[src/rtl/instruction_fetch.sv]
// RV32I fetch stage: owns the PC, issues word reads over req/ack and
// presents each instruction with its PC and PC+4 over valid/ready.
module instruction_fetch #(
  parameter logic [31:0] RESET_PC = 32'h0000_0000
) (
  input  logic        clk,
  input  logic        rst_n,
  output logic        imem_req,
  output logic [31:0] imem_addr,
  input  logic        imem_ack,
  input  logic [31:0] imem_rdata,
  input  logic        redirect,
  input  logic [31:0] redirect_pc,
  output logic        instr_valid,
  input  logic        instr_ready,
  output logic [31:0] instr,
  output logic [31:0] instr_pc,
  output logic [31:0] instr_pc_plus4,
  output logic        fetch_fault
);

  typedef enum logic [1:0] {S_REQ, S_HOLD, S_DRAIN, S_FAULT} state_t;

  state_t      state, state_next;
  logic [31:0] pc, pc_next;
  logic        capture;
  logic        fault_next;
  logic        misaligned;
  logic        redir_ok;
  logic        outstanding;

  assign misaligned  = redirect & (|redirect_pc[1:0]);
  assign redir_ok    = redirect & ~(|redirect_pc[1:0]);
  // imem_req is registered, so the first REQ cycle after reset has no request in flight
  assign outstanding = imem_req & ~imem_ack;

  always_comb begin
    state_next = state;
    pc_next    = pc;
    capture    = 1'b0;
    fault_next = fetch_fault;
    case (state)
      S_REQ: begin
        if (misaligned) begin
          fault_next = 1'b1;
          state_next = outstanding ? S_DRAIN : S_FAULT;
        end else if (redir_ok) begin
          pc_next    = redirect_pc;
          state_next = outstanding ? S_DRAIN : S_REQ;
        end else if (imem_req && imem_ack) begin
          capture    = 1'b1;
          pc_next    = pc + 32'd4;
          state_next = S_HOLD;
        end
      end
      S_HOLD: begin
        if (misaligned) begin
          fault_next = 1'b1;
          state_next = S_FAULT;
        end else if (redir_ok) begin
          pc_next    = redirect_pc;
          state_next = S_REQ;
        end else if (instr_ready) begin
          state_next = S_REQ;
        end
      end
      S_DRAIN: begin
        if (misaligned) fault_next = 1'b1;
        else if (redir_ok) pc_next = redirect_pc;
        if (imem_ack) state_next = fault_next ? S_FAULT : S_REQ;
      end
      S_FAULT: state_next = S_FAULT;
      default: state_next = S_REQ;
    endcase
  end

  always_ff @(posedge clk or negedge rst_n) begin
    if (!rst_n) begin
      state          <= S_REQ;
      pc             <= RESET_PC;
      imem_req       <= 1'b0;
      imem_addr      <= RESET_PC;
      instr_valid    <= 1'b0;
      instr          <= 32'h0000_0013;
      instr_pc       <= '0;
      instr_pc_plus4 <= '0;
      fetch_fault    <= 1'b0;
    end else begin
      state       <= state_next;
      pc          <= pc_next;
      fetch_fault <= fault_next;
      imem_req    <= (state_next == S_REQ) || (state_next == S_DRAIN);
      instr_valid <= (state_next == S_HOLD);
      // address only moves when a fresh request starts; DRAIN keeps the old one
      if (state_next == S_REQ) imem_addr <= pc_next;
      if (capture) begin
        instr          <= imem_rdata;
        instr_pc       <= pc;
        instr_pc_plus4 <= pc + 32'd4;
      end
    end
  end

endmodule

[config.mk]
export PLATFORM = sky130hd
export DESIGN_NAME = instruction_fetch
export DESIGN_NICKNAME = d
export VERILOG_FILES = /design/src/rtl/instruction_fetch.sv
export SDC_FILE = /design/constraint.sdc
export NUM_CORES = 1
export LEC_CHECK = 0
export BUFFER_PORTS_ARGS = -buffer_cell sky130_fd_sc_hd__buf_2
export CORE_MARGIN = 3
export CORE_UTILIZATION = 47
export DETAILED_ROUTE_END_ITERATION = 12
export GPL_ROUTABILITY_DRIVEN = 0
export PLACE_DENSITY = 0.71
export SYNTH_ARGS = -nofsm -noshare
export SYNTH_HDL_FRONTEND = slang
export SYNTH_SLANG_ARGS = --single-unit
export TNS_END_PERCENT = 20
[constraint.sdc]
create_clock -name clk -period 3.5 [get_ports clk]
set_input_delay 0.175 -clock clk [delete_from_list [all_inputs] [get_ports clk]]
set_output_delay 0.175 -clock clk [all_outputs]
set_load 0.05 [all_outputs]
==> impl_results.md <==
* Slowest cell on crit path: and4b_2
* TNS Setup at 0 ns
* DRC at 0
* # setup viols final at 0
* ANT nets after route at 0
* Compound-Gate Fraction of Synth Area at 0.136
* Final hold vios at 0
* CP arrival at 3.08 ns
* Netlist cell types at 85
* Initial core utilization at 0.490
* Worst-path clk slew at 0.07 ns
* CTS tree: done
* Cell Rows at 48
* R2R Path End: imem_addr[4]
* YS warnings at 0
* # resized after CTS at 0
* Power per cell area at slightly above 1000 nW/um^2
* Clock Sink Count at about 160
* Nets at 1201
* Initial antenna violation count at 0
* Slew headroom at 0.393
* Reg2reg start: state[0]
* Final WS setup at ~0.79 ns
* Share of layout cells above drive strength 1 at 0.279
* WP data required at slightly below 4 ns
* Synth Area in XOR/XNOR at 0.0295
* Synth Flop Type: dfrtp_1
* H-Tree Level Count at 4
* Wire per inst at 19.6 um
* RSZ-0062 raised after global routing: no
* Io pins at 200
* Synth Instances at roughly 940
* Fmax achieved at 0.370 GHz
* Asr flop ratio synth at 1.00
* Num CTS Buffers at 17
* EDFF count, synth at 0
* Inserted Diodes at 0
* Actual slew at the worst max-slew pin at between 0.9 and 1 ns
* Dpl hpwl at around 19000 um
* Synth Area in Simple Gates at 0.233
* Post-CTS setup buffer count at 0
* Detailed-route via count at 7965
* Status: completed
* First-pass GRT wire length at 42000 um
* Area delta synth->final at 22.4%
* Post-Syn Area at between 8000 and 9000 um^2
* Hold Crit Class: in2reg
* Mux cell area share after synthesis at 0.0627
* Total core area at 17600 um^2
* Drt pass-1 iters at 6
* GRT overflow at 0
* Critical Path Sink: imem_addr[4]
* Max Cap Viol at 0
* Fillers at 1553
* Final min period at approximately 2.7 ns
* Synthesized area per cell at approximately 9.2 um^2
* WHS at between 0.1 and 0.15 ns
* Worst reg-to-reg setup slack at between 0.7 and 0.8 ns
* Clk buf depth at 2
* CP max FO at 26
* Sequential area share after synthesis at 0.473
* Setup crit start: state[0]
* Largest net degree at the start of global routing at between 80 and 90
* Period utilization at 0.773
* P_leak at between 5 and 6 nW
* Vias in the first global route at around 7600
* FF+latch count, synth at about 160
* Worst skew pair latency at about 0.43 ns
* Tot GR Track Use at 0.268
* Layout Utilization at 0.600
* Post-synthesis adder-cell area fraction at 0.00871
* Critical Path Start Type: register
* Critical setup path kind: reg2reg
* Vias per cell at around 5.8
* Clock Skew at about 0.0081 ns
* Die Wd at about 140 um
* Place WS at between 0.8 and 0.9 ns
* Max incr delay on CP at approximately 0.60 ns
* Initial drt markers at between 700 and 800
* Sequential cell area at around 4000 um^2
* Total wire length at approximately 27000 um
* Hold buffers post-CTS at 33
* Area of the multi-input gates at between 4000 and 5000 um^2
* Slew Viols, Final at 0
* Port Buffers at roughly 200
* Path depth of the worst reg2reg path at 8
* Full die area at roughly 20000 um^2
* Largest family of logic cells by synthesized area: simple AND/OR/NAND/NOR gates
* CTS root buffer: clkbuf_16
* Post-Syn Nets at between 1000 and 1500
* Critical-path cell list: inv_1, ha_1, and4b_2, buf_4, nand2_1, a21oi_1, o22a_1, mux2_2
* Die height at 141 um
* VDD IR-drop max at about 0.76 mV
* Setup crit end kind: register
synthesized netlist by cell type, drive strengths merged, types with 9 or more instances:
| master | count | share of area |
|---|---|---|
| nor4 | 17 | 0.017 |
| inv | 16 | 0.0070 |
| nand2 | 247 | 0.11 |
| clkbuf | 48 | 0.021 |
| xor2 | 9 | 0.0091 |
| nor2 | 33 | 0.015 |
| mux2 | 40 | 0.052 |
| buf | 38 | 0.027 |
| dfrtp | 160 | 0.46 |
| a21oi | 24 | 0.014 |
| nand3 | 17 | 0.010 |
| nor3 | 16 | 0.0099 |
| o21ai | 57 | 0.034 |
| mux2i | 9 | 0.010 |
| nor2b | 9 | 0.0065 |
| xnor2 | 20 | 0.020 |
| nand4 | 17 | 0.016 |
critical path: cells and delay by family, from the launching register on:
kind | cells | cell delay [ns]
compound gates | 2 | 0.37
fa+ha+maj | 1 | 0.42
buf+inv | 2 | 0.50
flops | 1 | 0.43
mux | 1 | 0.16
simple gates | 2 | 0.74
per-layer routing:
| metal | routed length, um | track usage | up-vias | part of all wire |
|---|---|---|---|---|
| met2 | 11500 | 0.387 | 467 | 0.43 |
| met1 | 11400 | 0.390 | 3764 | 0.43 |
| met5 | 0 | 0 | - | 0 |
| li1 | - | - | 3650 | - |
| met3 | 2750 | 0.0586 | 84 | 0.10 |
| met4 | 1060 | 0.111 | 0 | 0.040 |
area by class of cell:
cell class	instances	area share
clock buffers	21	0.0436
clock inverters	10	0.00723
inverters	17	0.00604
multi-input cells	670	0.385
flip-flops and latches	163	0.387
well taps	225	0.0267
repair buffers	257	0.145
where the power goes:
part | leakage, nW | internal [mW] | switching, mW
combinational | 2.81 | 1.59 | 3.99
sequential | 2.16 | 2.62 | 0.723
clock | 0.256 | 0.947 | 0.777
worst min-delay path by stage:
stage,start,endpoint,cells past startpoint
2_1_floorplan,rst_n,fetch_fault,0
3_3_place_gp,rst_n,imem_addr[27],1
3_5_place_dp,rst_n,imem_addr[27],1
4_1_cts,redirect_pc[7],pc[7],3
5_1_grt,redirect_pc[7],pc[7],3
6_report,redirect_pc[7],pc[7],3
through the flow:
| stage | power (mW) | cells | cell area, um^2 |
|---|---|---|---|
| after detailed placement | 8.84 | 1299 | 9690 |
| after floorplan | 7.44 | 936 | 8620 |
| final | 10.6 | 1363 | 10600 |
| after global placement | 8.77 | 1299 | 9690 |
| after global routing | 11.2 | 1363 | 10600 |
| after CTS | 10.6 | 1363 | 10600 |
flip-flops by register name, summed over array words and instances (netlist names), 2 cells and up:
| signal | flops |
|---|---|
| instr_pc_plus4 | 30 |
| pc | 32 |
| instr | 32 |
| state | 2 |
| instr_pc | 32 |
| imem_addr | 32 |
logic make-up after synthesis:
logic type      after synthesis
simple gates                415
compound gates              171
flops                       163
buf+inv                     103
mux                          49
xor+xnor                     29
fa+ha+maj                     6
placed cells by master, fill, tap and decap left out, drive strengths merged, types with 9 or more instances in the layout:
cell type      n
a21oi         24
buf          224
clkbuf        21
dfrtp        160
dlygate4sd3   33
inv           19
mux2          40
mux2i          9
nand2        247
nand3         17
nand4         17
nor2          33
nor2b          9
nor3          16
nor4          17
o21ai         57
xnor2         20
xor2           9
Power figures use the tool's default switching activity.
